===== src/rtl/pdf_pkg.sv =====
// Shared definitions for the PDF magic detector: magic bytes, symbol width and
// the matcher state encoding with its byte-step function.
package pdf_pkg;

    localparam int SYM_W  = 2;
    localparam int BYTE_W = 8;

    localparam logic [7:0] MAGIC0 = 8'h25;
    localparam logic [7:0] MAGIC1 = 8'h50;
    localparam logic [7:0] MAGIC2 = 8'h44;
    localparam logic [7:0] MAGIC3 = 8'h46;

    typedef enum logic [2:0] {
        ST_S0    = 3'd0,
        ST_S1    = 3'd1,
        ST_S2    = 3'd2,
        ST_S3    = 3'd3,
        ST_FOUND = 3'd4,
        ST_FAIL  = 3'd5
    } match_state_t;

    // Any mismatch falls back to S0, except a fresh '%' which re-arms at S1.
    function automatic match_state_t match_step(input match_state_t st,
                                                input logic [7:0]   b);
        match_state_t nxt;
        nxt = (b == MAGIC0) ? ST_S1 : ST_S0;
        case (st)
            ST_S1:    if (b == MAGIC1) nxt = ST_S2;
            ST_S2:    if (b == MAGIC2) nxt = ST_S3;
            ST_S3:    if (b == MAGIC3) nxt = ST_FOUND;
            ST_FOUND: nxt = ST_FOUND;
            ST_FAIL:  nxt = ST_FAIL;
            default:  ;
        endcase
        return nxt;
    endfunction

endpackage


===== src/rtl/sym_packer.sv =====
// Packs 2-bit symbols MSB-first into bytes; emits a one-cycle byte_valid pulse
// the cycle after the fourth symbol of each byte.
module sym_packer
    import pdf_pkg::*;
(
    input  logic              clk,
    input  logic              rst_n,
    input  logic              clear,
    input  logic [SYM_W-1:0]  sym_in,
    input  logic              sym_valid,
    output logic [BYTE_W-1:0] byte_out,
    output logic              byte_valid
);

    localparam int ACC_W = BYTE_W - SYM_W;

    logic [1:0]       sym_cnt;
    logic [ACC_W-1:0] acc;

    always_ff @(posedge clk or negedge rst_n) begin
        if (!rst_n) begin
            sym_cnt    <= '0;
            acc        <= '0;
            byte_out   <= '0;
            byte_valid <= 1'b0;
        end else if (clear) begin
            // byte_out deliberately holds; only the partial byte is dropped
            sym_cnt    <= '0;
            acc        <= '0;
            byte_valid <= 1'b0;
        end else begin
            byte_valid <= 1'b0;
            if (sym_valid) begin
                sym_cnt <= sym_cnt + 2'd1;
                if (sym_cnt == 2'd3) begin
                    byte_out   <= {acc, sym_in};
                    byte_valid <= 1'b1;
                end else begin
                    acc <= {acc[ACC_W-SYM_W-1:0], sym_in};
                end
            end
        end
    end

endmodule


===== src/rtl/pdf_magic_detector.sv =====
// Scans the packed byte stream for "%PDF" within a bounded window and reports a
// sticky found/fail verdict with the byte offset of the match.
//
// state    | meaning
// ST_S0    | nothing matched
// ST_S1    | '%' seen
// ST_S2    | "%P" seen
// ST_S3    | "%PD" seen
// ST_FOUND | magic detected (terminal until start/reset)
// ST_FAIL  | window exhausted without a match (terminal until start/reset)
module pdf_magic_detector
    import pdf_pkg::*;
#(
    parameter int MAX_BYTES = 16,
    parameter int POS_W     = 5
) (
    input  logic              clk,
    input  logic              rst_n,
    input  logic              start,
    input  logic [SYM_W-1:0]  sym_in,
    input  logic              sym_valid,
    output logic [BYTE_W-1:0] byte_out,
    output logic              byte_valid,
    output logic              found,
    output logic              fail,
    output logic [POS_W-1:0]  match_pos,
    output logic              busy
);

    localparam logic [POS_W-1:0] MAX_CNT = POS_W'(MAX_BYTES);

    match_state_t     state;
    match_state_t     step_state;
    logic [POS_W-1:0] byte_cnt;
    logic [POS_W-1:0] cnt_inc;

    sym_packer u_packer (
        .clk        (clk),
        .rst_n      (rst_n),
        .clear      (start),
        .sym_in     (sym_in),
        .sym_valid  (sym_valid),
        .byte_out   (byte_out),
        .byte_valid (byte_valid)
    );

    always_comb begin
        step_state = match_step(state, byte_out);
        cnt_inc    = (byte_cnt == '1) ? byte_cnt : byte_cnt + POS_W'(1);
    end

    always_ff @(posedge clk or negedge rst_n) begin
        if (!rst_n) begin
            state     <= ST_S0;
            byte_cnt  <= '0;
            found     <= 1'b0;
            fail      <= 1'b0;
            match_pos <= '0;
            busy      <= 1'b1;
        end else if (start) begin
            state     <= ST_S0;
            byte_cnt  <= '0;
            found     <= 1'b0;
            fail      <= 1'b0;
            match_pos <= '0;
            busy      <= 1'b1;
        end else if (byte_valid && busy) begin
            byte_cnt <= cnt_inc;
            // a match completing on the last window byte beats the fail
            if (step_state == ST_FOUND) begin
                state     <= ST_FOUND;
                found     <= 1'b1;
                busy      <= 1'b0;
                match_pos <= byte_cnt - POS_W'(3);
            end else if (cnt_inc == MAX_CNT) begin
                state <= ST_FAIL;
                fail  <= 1'b1;
                busy  <= 1'b0;
            end else begin
                state <= step_state;
            end
        end
    end

endmodule


===== config.mk =====
export PLATFORM = sky130hd
export DESIGN_NAME = pdf_magic_detector
export DESIGN_NICKNAME = d
export VERILOG_FILES = /design/src/rtl/pdf_pkg.sv /design/src/rtl/sym_packer.sv /design/src/rtl/pdf_magic_detector.sv
export SDC_FILE = /design/constraint.sdc
export NUM_CORES = 1
export LEC_CHECK = 0
export ABC_AREA = 1
export CORE_ASPECT_RATIO = 2
export CORE_MARGIN = 4
export CORE_UTILIZATION = 58
export DETAILED_ROUTE_END_ITERATION = 8
export GPL_TIMING_DRIVEN = 1
export PLACE_DENSITY_LB_ADDON = 0.08
export SYNTH_ARGS = -nofsm -noshare
export SYNTH_HDL_FRONTEND = slang
export SYNTH_SLANG_ARGS = --single-unit

===== constraint.sdc =====
create_clock -name clk -period 2.4 [get_ports clk]
set_input_delay 0.48 -clock clk [delete_from_list [all_inputs] [get_ports clk]]
set_output_delay 0.48 -clock clk [all_outputs]
set_load 0.05 [all_outputs]

==> run metrics, run 1 <==
outcome=complete, no violations; final net count=246; syn avg cell area=8.082 µm²; Clock Latency Late Sink=0.28 ns; Final Max Slew Viols=0; Synth Cell Area=0.001689 mm²; drt initial violations=35; Max Freq=0.4723 GHz; Overall Global Routing Usage=0.2284; r2r worst-path depth=8; number of synthesized register bits=33; cts hold-fix bufs=0; Core ar.=0.002770 mm²; crit share post-route=0.8822; vias in the first global route=1564; most frequent cells in the layout=nand2_1, inv_1, dfrtp_1; number of fill cells=224; initial antenna violation count=0; share of cells above drive strength 1=0.07983; htree depth=2; number of remaining DRC errors=0; PwrDens=564.8 mW/mm²; final hold vios=0; Critical Path Start Type=flip-flop; Die X=46.16 µm; RSZ-0062 raised after global routing=no; Clock Skew=0.004418 ns; post-route ant nets=0; peak supply drop=0.6272 mV; CTS sink cnt=33; remaining global-route overflow=0; Max-Cap Viols=0; min-delay src=found; Worst Setup Path Type=flip-flop to primary output; via count=1524; Worst Hold Class=flip-flop to flip-flop; TritonCTS clock tree=yes; Yosys cell types=26; Clk pin slew, worst setup/hold paths=0.06 ns; largest net degree at the start of global routing=34; Ys Warns=0; CTS resizes=0; I/O Buffers=22; post-layout instance area=0.002048 mm²; Die ar.=0.003892 mm²; Crit path largest cell delay=0.81 ns; Setup TNS=0 ns; TritonRoute pass-1 iters=5; Area growth syn-to-layout=21.26%; Max Fanout on Critical Path=3; Area after DPL=0.001947 mm²; Cells after Synth=209; # rows=27; Die H=84.32 µm; Slew Limit Headroom=0.6551; worst r2r src=byte_cnt[0]; WL final=3878 µm; dpl hpwl=2956 µm; Cell Chain, Critical Path=clkdlybuf4s50_1; reg2reg setup slack=0.67 ns; n_diodes=0; setup bufs post-CTS=0; CP max-delay cell=clkdlybuf4s50_1; leakage power=0.9842 nW; Slew @ Worst Pin=0.5158 ns; Ports=23; Max Root-Sink Buffers=2; Syn Nets=218; hold path cells=2; mean number of vias per cell=5.708; Largest delay share family, worst path=buffers and inverters; Seq/Total Area, Yosys=0.4896; routability cong.=0.8600; first-pass GRT wire length=6575 µm; cts bufs inserted=5; CP bufs+invs=1; DR WL/cell=14.52 µm; Final setup viols=0; most common cell after layout, fill and taps aside=nand2_1; fin crit period=2.117 ns; CP Capture Type=primary output; RR Endpoint=busy; initial core utilization=0.6098; clock root buffer=clkbuf_8; arrival time at the worst endpoint=1.64 ns; Worst Path Required=1.92 ns; WHS Endpoint=found
==> logic make-up after synthesis <==
| family | synth area share |
|---|---|
| and+or+nand+nor | 0.2859 |
| DFF | 0.4896 |
| AOI/OAI and AO/OA | 0.1037 |
| xor gates and xnor gates | 0.01037 |
| adders and majority gates | 0.02222 |
| buffers and inverters | 0.08815 |
==> state kept, by name (all words and copies together) (netlist names) <==
signal	cells
state	3
match_pos	5
busy	1
byte_cnt	5
fail	1
found	1
u_packer.sym_cnt	2
u_packer.byte_out	8
u_packer.byte_valid	1
u_packer.acc	6
==> per-stage QoR <==
step / hold WS [ns] / setup slack [ns] / utilization / instances / total power, mW
global route: 0.5216 / 0.2640 / 0.7394 / 267 / 1.202
floorplan: 0.1844 / 0.7136 / - / 209 / 0.6646
global placement: 0.4737 / 0.5081 / 0.7028 / 259 / 0.7150
detailed placement: 0.4798 / 0.4391 / 0.7028 / 259 / 0.7171
finish: 0.4901 / 0.2826 / 0.7394 / 267 / 1.157
CTS: 0.4966 / 0.2730 / 0.7394 / 267 / 1.170
==> area by class of cell <==
class	count	area (µm²)	share of cell area
Sequential cell	33	827.0	0.4038
Multi-Input combinational cell	137	713.2	0.3482
Timing Repair Buffer	24	235.2	0.1148
Inverter	36	135.1	0.06597
Clock buffer	7	96.34	0.04704
Tap cell	29	36.28	0.01772
Clock inverter	1	5.005	0.002443
==> power breakdown <==
part / total [mW] / leakage, nW / switching [mW] / internal [mW]
clock: 0.450 / 0.0542 / 0.191 / 0.259
sequential: 0.586 / 0.453 / 0.0140 / 0.572
combinational: 0.121 / 0.477 / 0.0817 / 0.0390
==> worst max-delay path by stage <==
stage / from / endpoint / slack (ns) / cells after the start
floorplan: u_packer.byte_out[6] / match_pos[0] / 0.71 / 9
global placement: start / u_packer.byte_out[7] / 0.51 / 5
detailed placement: start / u_packer.byte_out[7] / 0.44 / 5
CTS: busy / busy / 0.27 / 1
global route: busy / busy / 0.26 / 1
finish: busy / busy / 0.28 / 1
==> synth_stat cells <==
cell | n | area (µm²)
nand2_1 | 52 | 195.2
inv_1 | 36 | 135.1
dfrtp_1 | 32 | 800.8
nor2_1 | 21 | 78.83
nand3_1 | 13 | 65.06
o21ai_0 | 13 | 65.06
nand4_1 | 7 | 43.79
o32ai_1 | 6 | 52.55
a21oi_1 | 3 | 15.01
ha_1 | 3 | 37.54
buf_2 | 2 | 10.01
nand2_2 | 2 | 12.51
nand3_2 | 2 | 20.02
nor2_4 | 2 | 22.52
nor3_1 | 2 | 10.01
o22ai_1 | 2 | 12.51
xor2_1 | 2 | 17.52
a211oi_1 | 1 | 7.510
a22o_1 | 1 | 8.760
clkbuf_1 | 1 | 3.750
dfstp_2 | 1 | 26.28
nand3b_1 | 1 | 7.510
nand4_4 | 1 | 21.27
o21ai_1 | 1 | 5.000
o21ai_2 | 1 | 8.760
or2_0 | 1 | 6.260
==> per-layer routing <==
metal  global-route usage  routed length (µm)  part of all wire
met1               0.2273                1376              0.35
met2               0.4045                2198              0.57
met3              0.04292                 139             0.036
met4               0.1295                 163             0.042
met5                    0                   0                 0
Power figures use the tool's default switching activity.
==> inputs of run 2 (changes only) <==
--- a/config.mk
+++ b/config.mk
@@ -5,7 +5,6 @@
 export SDC_FILE = /design/constraint.sdc
 export NUM_CORES = 1
 export LEC_CHECK = 0
-export ABC_AREA = 1
 export CORE_ASPECT_RATIO = 2
 export CORE_MARGIN = 4
 export CORE_UTILIZATION = 58
==> run metrics, run 2 <==
Yosys cell types=48; Logic pwr share=0.113; Storage cell area=827.0 µm²; CP Capture Type=flip-flop; Final Max Slew Viols=0; arrival time at the worst endpoint=2.36 ns; internal power=0.9653 mW; Max Root-Sink Buffers=2; first-pass GRT wire length=6437 µm; cts hold-fix bufs=0; post-route ant nets=0; Worst Setup Path Type=flip-flop to flip-flop; Overall Global Routing Usage=0.2229; remaining global-route overflow=0; most frequent cells in the layout=dfrtp_1, nand2_1, clkdlybuf4s50_1; Slew @ Worst Pin=0.5091 ns; Clock Skew=0.007955 ns; GRT busiest layer=met2; Cells after Synth=175; most common cell after layout, fill and taps aside=dfrtp_1; initial core utilization=0.6140; Max Fanout on Critical Path=7; number of fill cells=217; Core ar.=0.002804 mm²; ranking of synthesized cells by area=dfrtp_1, nand2_1, mux2i_1; initial antenna violation count=0; clock root buffer=clkbuf_8; drt initial violations=33; Die X=46.53 µm; most common cell in the netlist=dfrtp_1; CP max-delay cell=dfrtp_1; Clock Latency Late Sink=0.28 ns; GR Util met3=0.04246; P_sw=0.3023 mW; Post-synth EDFFs=0; final net count=208; TritonCTS clock tree=yes; Synth Cell Area=0.001722 mm²; Die ar.=0.003957 mm²; CTS resizes=0; WL final=3825 µm; Synth area leader=dfrtp_1; number of synthesized register bits=33; outcome=complete, no violations; met2 global-route usage=0.3907; Cell Chain, Critical Path=ha_1 > nand4_1 > mux2i_1 > o211ai_1 > or2b_1 > a311oi_1; htree depth=2; final hold vios=0; via count=1413; Clk pwr share=0.417; Slew Limit Headroom=0.6558; fin util=0.7425; setup bufs post-CTS=0; Seq/Total Area, Yosys=0.4804; Ports=23; share of the synthesized area in the top cell type=0.4651; Max-Cap Viols=0; Sw Share=0.2385; GR Util met1=0.2451; Clk pin slew, worst setup/hold paths=0.07 ns; RSZ-0062 raised after global routing=no; Setup TNS=0 ns; fin crit period=2.186 ns; Worst Path Required=2.58 ns; cts bufs inserted=5; TritonRoute pass-1 iters=4; worst hold slack=0.4728 ns; top flop regs=u_packer.byte_out: 8 flops, u_packer.acc: 6 flops; commonest cells in the netlist=dfrtp_1, nand2_1, nor2_1; Multi-input gate area=852.1 µm²; Area growth syn-to-layout=20.93%; top_reg_cell synth=dfrtp_1; Max Freq=0.4575 GHz; # rows=27; Crit path largest cell delay=0.46 ns; leakage power=0.9597 nW; Worst Hold Class=flip-flop to flip-flop; ys async rst share=1.000; Final setup viols=0; syn avg cell area=9.838 µm²; dpl hpwl=2784 µm; PwrDens=608.8 mW/mm²; CTS sink cnt=33; largest net degree at the start of global routing=34; number of remaining DRC errors=0; routability cong.=0.8842; part of the power in registers=0.470; Die H=85.05 µm; DR WL/cell=16.70 µm; largest register by flop count=u_packer.byte_out; Ys Warns=0; crit share post-route=0.9108; mean number of vias per cell=6.170; n_diodes=0; Critical Path Start Type=flip-flop; peak supply drop=0.6581 mV; share of cells above drive strength 1=0.08500; vias in the first global route=1432; max FFs per register=8; Placed Instances=221; I/O Buffers=22; Syn Nets=184; Post-Layout Cell Count=229
[run 2: changes by cell type after synthesis, moves of 7 or more]
| cell | change |
|---|---|
| nand2_1 | -23 |
| inv_1 | -33 |
| nand3_1 | -11 |
| mux2i_1 | +10 |
| a21oi_1 | +7 |
| o21ai_0 | -12 |
[run 2: path summary, 6_finish.rpt]
path | start | endpoint | slack, ns | cells past startpoint
setup / recovery | byte_cnt[1] | state[0] | 0.21 | 6
hold / removal | u_packer.acc[5] | u_packer.byte_out[7] | 0.47 | 2
setup reg to reg | byte_cnt[1] | state[0] | 0.21 | 6
hold reg to reg | u_packer.acc[5] | u_packer.byte_out[7] | 0.47 | 2
max in group asynchronous | rst_n | busy | 1.47 | 2
min in group asynchronous | rst_n | u_packer.byte_out[1] | 0.60 | 2
[run 2: metrics by stage]
step | cell area, µm² | power, mW | worst slack (ns)
3_5_place_dp | 1966 | 0.7496 | 0.2616
2_1_floorplan | 1722 | 0.6902 | 0.1926
3_3_place_gp | 1966 | 0.7456 | 0.3412
6_report | 2082 | 1.268 | 0.2141
5_1_grt | 2082 | 1.319 | 0.08026
4_1_cts | 2082 | 1.280 | 0.1978
[run 2: area by class of cell]
class | instances | area share
clock buffer | 7 | 0.04147
clock inverter | 1 | 0.01442
inverter | 4 | 0.007212
multi-input combinational | 131 | 0.4093
sequential | 33 | 0.3972
tap | 29 | 0.01743
timing repair buffer | 24 | 0.1130
[run 2: logic make-up (layout without fill, tap and decap cells)]
group | after synthesis | in the layout | synth area share
and+or+nand+nor | 84 | 84 | 0.2602
muxes | 14 | 14 | 0.08430
adders and majority gates | 3 | 3 | 0.02180
AOI/OAI and AO/OA | 26 | 26 | 0.1083
xor gates and xnor gates | 4 | 4 | 0.02035
buffers and inverters | 11 | 36 | 0.02470
DFF | 33 | 33 | 0.4804
[run 2: worst max-delay path: cells and delay by family (launching register included)]
kind	cells	cell delay [ns]
muxes	1	0.24
AOI/OAI and AO/OA	2	0.52
adders and majority gates	1	0.33
and+or+nand+nor	2	0.54
DFF	1	0.46
[run 2: layer usage]
metal  part of all wire  wire length [µm]
met1               0.37              1401
met2               0.56              2142
met3              0.043               164
met4              0.030               116
met5                  0                 0
[run 2: power by group through the flow]
stage                     Clock [mW]  Sequential (mW)  Combinational (mW)
after floorplan                    0            0.640              0.0507
after global placement             0            0.604               0.142
after detailed placement           0            0.606               0.144
after CTS                      0.539            0.596               0.145
after global routing           0.564            0.598               0.157
final                          0.529            0.595               0.143
